$ cat src/rtl/reg_file_pkg.sv
// rtl/reg_file_pkg.sv - shared register-file widths and the x0 index
// Purpose: widths used by the register file, ALU and decoder, plus the x0 index.
// Ports: none (package).
package reg_file_pkg;

  localparam int RF_DATA_W = 32;
  localparam int RF_ADDR_W = 5;
  localparam int WR_CNT_W  = 16;

  // Index of the hard-wired zero register.
  localparam logic [RF_ADDR_W-1:0] REG_ZERO = '0;

  // True when an index names a real (writable) register rather than x0.
  function automatic logic is_real_reg(input logic [RF_ADDR_W-1:0] idx);
    return idx != REG_ZERO;
  endfunction

endpackage

$ cat src/rtl/reg_file_read_port.sv
// rtl/reg_file_read_port.sv - one combinational read port with x0 masking and write bypass
// Purpose: selects the value seen by one ALU operand.
// Ports:
//   addr     in  read index
//   we       in  write enable of the writeback port
//   rd_addr  in  writeback index
//   rd_data  in  writeback value
//   stored   in  value currently held in regs[addr]
//   data     out operand value
module rf_read_port
  import reg_file_pkg::*;
#(
  parameter int DATA_W = RF_DATA_W,
  parameter int ADDR_W = RF_ADDR_W,
  parameter bit BYPASS = 1'b1
) (
  input  logic [ADDR_W-1:0] addr,
  input  logic              we,
  input  logic [ADDR_W-1:0] rd_addr,
  input  logic [DATA_W-1:0] rd_data,
  input  logic [DATA_W-1:0] stored,
  output logic [DATA_W-1:0] data
);

  always_comb begin
    data = stored;
    if (addr == '0) begin
      // x0 wins over the bypass, so a dropped write to x0 is never forwarded.
      data = '0;
    end else if (BYPASS && we && (rd_addr == addr)) begin
      // Write-first: the writeback in flight this cycle reaches the ALU without a stall.
      data = rd_data;
    end
  end

endmodule

$ cat src/rtl/reg_file.sv
// rtl/reg_file.sv - 32x32 integer register file, two bypassed read ports, one write port
// Purpose: operand source for the ALU; x0 reads as zero; same-cycle writeback forwarding.
// Ports:
//   clk, rstn            clock, asynchronous active-low reset
//   rs1_addr / rs1_data  read port 1 (ALU operand a)
//   rs2_addr / rs2_data  read port 2 (ALU operand b)
//   we, rd_addr, rd_data writeback port
//   dbg_addr / dbg_data  debug read of stored value (never bypassed)
//   wr_count             committed writes excluding x0, wraps at 2**16
module reg_file
  import reg_file_pkg::*;
#(
  parameter int DATA_W = RF_DATA_W,
  parameter int ADDR_W = RF_ADDR_W,
  parameter bit BYPASS = 1'b1
) (
  input  logic                clk,
  input  logic                rstn,
  input  logic [ADDR_W-1:0]   rs1_addr,
  output logic [DATA_W-1:0]   rs1_data,
  input  logic [ADDR_W-1:0]   rs2_addr,
  output logic [DATA_W-1:0]   rs2_data,
  input  logic                we,
  input  logic [ADDR_W-1:0]   rd_addr,
  input  logic [DATA_W-1:0]   rd_data,
  input  logic [ADDR_W-1:0]   dbg_addr,
  output logic [DATA_W-1:0]   dbg_data,
  output logic [WR_CNT_W-1:0] wr_count
);

  localparam int DEPTH = 2 ** ADDR_W;

  logic [DATA_W-1:0] regs [DEPTH];
  logic              wr_commit;

  // A write to x0 is dropped entirely: no storage update, no count.
  assign wr_commit = we && (rd_addr != '0);

  always_ff @(posedge clk or negedge rstn) begin
    if (!rstn) begin
      for (int i = 0; i < DEPTH; i++) begin
        regs[i] <= '0;
      end
      wr_count <= '0;
    end else if (wr_commit) begin
      regs[rd_addr] <= rd_data;
      wr_count      <= wr_count + 1'b1;
    end
  end

  rf_read_port #(
    .DATA_W (DATA_W),
    .ADDR_W (ADDR_W),
    .BYPASS (BYPASS)
  ) u_rs1 (
    .addr    (rs1_addr),
    .we      (we),
    .rd_addr (rd_addr),
    .rd_data (rd_data),
    .stored  (regs[rs1_addr]),
    .data    (rs1_data)
  );

  rf_read_port #(
    .DATA_W (DATA_W),
    .ADDR_W (ADDR_W),
    .BYPASS (BYPASS)
  ) u_rs2 (
    .addr    (rs2_addr),
    .we      (we),
    .rd_addr (rd_addr),
    .rd_data (rd_data),
    .stored  (regs[rs2_addr]),
    .data    (rs2_data)
  );

  assign dbg_data = (dbg_addr == '0) ? '0 : regs[dbg_addr];

endmodule

$ cat config.mk
export PLATFORM = sky130hd
export DESIGN_NAME = reg_file
export DESIGN_NICKNAME = d
export VERILOG_FILES = /design/src/rtl/reg_file_pkg.sv /design/src/rtl/reg_file_read_port.sv /design/src/rtl/reg_file.sv
export SDC_FILE = /design/constraint.sdc
export NUM_CORES = 2
export LEC_CHECK = 0
export CAP_MARGIN = 20
export CORE_ASPECT_RATIO = 1.4
export CORE_MARGIN = 1.5
export CORE_UTILIZATION = 29
export DETAILED_ROUTE_END_ITERATION = 7
export GPL_TIMING_DRIVEN = 0
export PLACE_DENSITY = 0.55
export SYNTH_ARGS = -nofsm -noshare
export SYNTH_HDL_FRONTEND = slang
export SYNTH_HIERARCHICAL = 1
export SYNTH_SLANG_ARGS = --single-unit
$ cat constraint.sdc
create_clock -name clk -period 4.4 [get_ports clk]
set_input_delay 1.32 -clock clk [delete_from_list [all_inputs] [get_ports clk]]
set_output_delay 1.32 -clock clk [all_outputs]
set_load 0.02 [all_outputs]
== Yosys cells after proc, flatten, opt, wreduce, memory -nomap -nowiden ==
Index checks and enable logic that the tools add are counted.

* Register bits after elaboration: 1,040
* Input bits: 55
* Word-level logic and storage cells: 70

* Add/sub/neg operators: 1
* Order comparisons: 5
* Equal/unequal tests: 2
* Mux-type cells: 17
* Bitwise logic cells: 4
* Reduce and logical (&&, ||, !) cells: 8

{| class="wikitable"
|+ Operator list
! operator !! number
|-
| $bwmux 1024 || 1
|-
| $bmux 32 s5 || 3
|-
| $mux 32 || 12
|-
| $demux 32 s5 || 1
|-
| $ge 6x6->1 const B || 4
|-
| $not 5->6 || 4
|-
| $add 16x1->16 const B || 1
|-
| $logic_not 5->1 || 3
|-
| $eq 5x5->1 || 2
|-
| $lt 6x1->1 const B || 1
|-
| $reduce_bool 5->1 || 1
|-
| $logic_and 1x1->1 || 4
|}

== Depth between registers and ports, before layout ==
* Word-level depth: 6
* Mapped depth: 8
* Gate-level depth less buffers: 5

== Hierarchy ==
The synthesis kept the hierarchy.

{| class="wikitable"
|+ By module, submodules not included
! module !! instances !! cells each !! area an instance (um2)
|-
| reg_file || 1 || 3,863 || 62,635.1
|-
| rf_read_port || 2 || 123 || 645.6
|}

== Least setup slack after synthesis ==
Ideal clock, no wire load.

* Kind: input to output
* Start: input rs1_addr[0]
* End: output rs1_data[0]
* Arrival: 3.351 ns
* Data required time: 3.080 ns
* Setup slack: -0.271 ns
* Stages: 8
* Buffers on the path: 3
* Cells stage by stage: clkbuf_1 buf_6 buf_6 mux4_2 mux4_2 mux2_2 nand2_1 o21ai_0

* Longest elaborated chain between the ends: 6
* Elaborated cells between the ends (all ways): 9
* Classes of those cells: eq/ne: 1; mux: 5; bitwise: 1; reduce/logical: 2

{| class="wikitable"
|+ RTL lines
! item !! line !! source
|-
| start, declared || reg_file.sv:19 || <nowiki>input logic [ADDR_W-1:0] rs1_addr,</nowiki>
|-
| $not 5->6 (implied by the code) || reg_file.sv:60 || <nowiki>.stored (regs[rs1_addr]),</nowiki>
|-
| $bmux 32 s5 || reg_file.sv:60 ||
|-
| $mux 32 (implied by the code) (2 in a row) || reg_file.sv:60 ||
|-
| $mux 32 || reg_file_read_port.sv:30 || <nowiki>end else if (BYPASS && we && (rd_addr == addr)) begin</nowiki>
|-
| $mux 32 * || reg_file_read_port.sv:27 || <nowiki>if (addr == '0) begin</nowiki>
|-
| end, declared || reg_file.sv:20 || <nowiki>output logic [DATA_W-1:0] rs1_data,</nowiki>
|}

Mark *: on every way between the ends. The rest lies on a longest branch, timed or not. The select of a mux whose other input is x is not followed.

== Worst setup path in the final report ==
* Start: input rs1_addr[0]
* End: output rs1_data[1]

The elaborated chain is that of the path after synthesis.

==> run metrics <==
run status=complete, but fails checks; failing checks=DRC, setup timing; CP delay by family, top=multiplexers; HPWL after detailed placement=218000 um; slew margin rel.=13.6%; drt drc=46; Startpoint Class=primary input; Rows=203; clock skew=0.0171 ns; top-area cell type share of the netlist area=40.7%; Max Fclk=194 MHz; clock slew at reported path FFs=0.06 ns; average vias per placed instance=6.37; via count=49200; IO Pins=167; LEAKAGE=0.0343 uW; worst-path maximum fanout=7; Logic pwr share=32.0%; Placer Congestion=0.974; cells after synthesis=4109; cts hold-fix bufs=0; Syn Area/Cell=15.6 um2; layout cells sized above 1=66.1%; CP max stage cell=mux4_2; die width=400 um; EDFF count, synth=0; Clock Latency Late Sink=0.79 ns; initial antenna violation count=8; Sw Pwr=11100 uW; Placed Instances=7256; most instantiated cells after synthesis=1089 x mux2_2, 1040 x dfrtp_1, 864 x mux4_2; worst slew pin tran=1.30 ns; Seq cells post-synth=1040; core footprint=219000 um2; global-route wire length before repair=422000 um; fillcell total=20100; ys flop type=dfrtp_1; drt pass-1 iters=8; count leader, synth=mux2_2; Clk pwr share=29.1%; crit path kind=primary input to output pin; Synth area leaders=dfrtp_1 41%, mux4_2 30%, mux2_2 19%; reg-to-reg setup timing slack=2.69 ns; vias in the first global route=49500; sequential power share=38.9%; final number of hold-violating endpoints=0; Tcrit/Tclk final=117%; synth-to-layout area growth=31.6%; number of clock sinks=1040; Setup TNS=-45.82 ns; gr ovfl total=0; post-synthesis sequential area ratio=40.7%; worst vdd ir=0.000415 V; WP data required=3.08 ns; arrival time worst endpoint=3.83 ns; Synth Net Count=4165; CP endpoint kind=output pin; CP Cell Sequence=buf_8 > clkbuf_16 > buf_4 > buf_16 > buf_16 > mux4_2 > mux4_2 > mux2_4 > nand2_4 > o21ai_4 > buf_6; internal power=23000 uW; DIE AREA=223000 um2; CTS tree=yes; CTS buffer count=111; Critical Path Max Stage Delay=0.57 ns; largest net degree at the start of global routing=160; RSZ-0062 raised after global routing=true; gr usage total=27.7%; non-filler instance count after layout=7726; Final #Nets=4815; CP Buf/Inv Count=6; Max Slew Vio Count=0; Starting Density=29.2%; DRT Wirelength=318000 um; clk root buf=clkbuf_16; deepest clock path buffer count=3; DIE HEIGHT=559 um; final setup vio count=96; Tmin final=5.15 ns; ANT nets after route=0; final setup margin=-0.747 ns; Synth cell types=37; Syn. warnings=6; Cell Area, Synth=63900 um2; PwrDens=406 nW/um2; routed len/inst=41.1 um; Yosys top cell by area=dfrtp_1; Async S/R FF share, synth=100%; max-cap viol count=0; count of input and output buffers=162; Sw Ratio=32.5%; violation count after the first detailed-routing iteration=6456; Hold Crit Class=register to register; H-tree level count=3
final cells by class:
class	count	area (um2)	share of cell area [%]
Timing Repair Buffer	556	7710	9.17
Clock inverter	30	357	0.424
Clock buffer	172	3350	3.98
Buffer	486	4840	5.75
Multi-Input combinational cell	2562	38200	45.4
Tap cell	2870	3590	4.27
Sequential cell	1040	26000	30.9
Inverter	2	10.0	0.0119
Antenna cell	8	20.0	0.0238
final timing paths:
path,start,end,cells after the start
worst max-delay path,rs1_addr[0],rs1_data[1],11
worst max register to register,wr_count[1],wr_count[13],4
min in group asynchronous,rstn,regs[583],1
worst min register to register,wr_count[15],wr_count[15],1
worst min-delay path,wr_count[15],wr_count[15],1
max in group asynchronous,rstn,regs[566],3
timing repair:
action | in CTS | in global routing
buffers inserted | 158 | 91
gates resized for setup | 1757 | 272
pin swaps | 85 | 98
setup endpoints to repair | 96 | 96
gates cloned | 30 | 11
endpoints found under the hold margin | 0 | 0
kinds of logic (layout without fill, tap and decap cells):
family                     count (synthesis)  count (layout)  share of synthesized area, %
buffers and inverters                    507            1246                          3.53
adders and majority gates                  1               1                        0.0196
DFF                                     1040            1040                          40.7
and+or+nand+nor                          270             270                          2.19
muxes                                   2017            2017                          50.6
AOI/OAI and AO/OA                        249             249                          2.58
other                                      0               8                             0
xor gates and xnor gates                  25              25                         0.343
routing by layer:
metal	global-route usage, %	routed length [um]	up-vias
li1	-	-	17800
met1	30.9	106000	26200
met2	42.6	142000	3883
met3	9.37	36400	1330
met4	23.5	32500	8
met5	0.632	347	-
cells in the final DEF (no fill, tap or decap), types with 18 or more instances in the layout:
cell type and n:
buf_12 114, buf_4 144, clkbuf_4 34, mux4_2 864, clkdlybuf4s50_1 51, nor2b_1 18
dfrtp_1 1040, mux2_2 1022, nor2_1 21, mux2i_1 57, a311oi_4 21, clkbuf_16 149
buf_6 153, a22oi_2 22, nand4_1 73, buf_2 25, buf_8 103, nand2_1 45
nand2_4 41, mux2_4 67, o21ai_4 48, clkbuf_2 28, nand2_2 20, clkbuf_1 200
buf_1 46, clkbuf_8 62, buf_16 96, o21ai_2 52
through the flow:
step           instance area (um2)  total power (uW)  hold slack [ns]  worst slack, ns  utilization, %
4_1_cts                      82400             33500            0.492           -0.708            37.7
3_3_place_gp                 69500             22200            0.459           -46.96            31.8
3_5_place_dp                 71600             22500            0.483            -3.13            32.7
2_1_floorplan                64300             18800            0.458           -0.121               -
6_report                     84100             34100            0.482           -0.747            38.5
5_1_grt                      84100             35000            0.507           -0.733            38.5
sequential cells by signal, summed over array words and instances (netlist names):
signal    cells
wr_count     16
regs       1024
power by group through the flow:
stage          clock (uW)  combinational (uW)  sequential, uW
2_1_floorplan           0                6160           12700
3_3_place_gp            0                8940           13200
3_5_place_dp            0                9180           13300
4_1_cts              9930               10400           13100
5_1_grt             10300               11200           13500
6_report             9920               10900           13300
(Power assumes the default switching activity.)
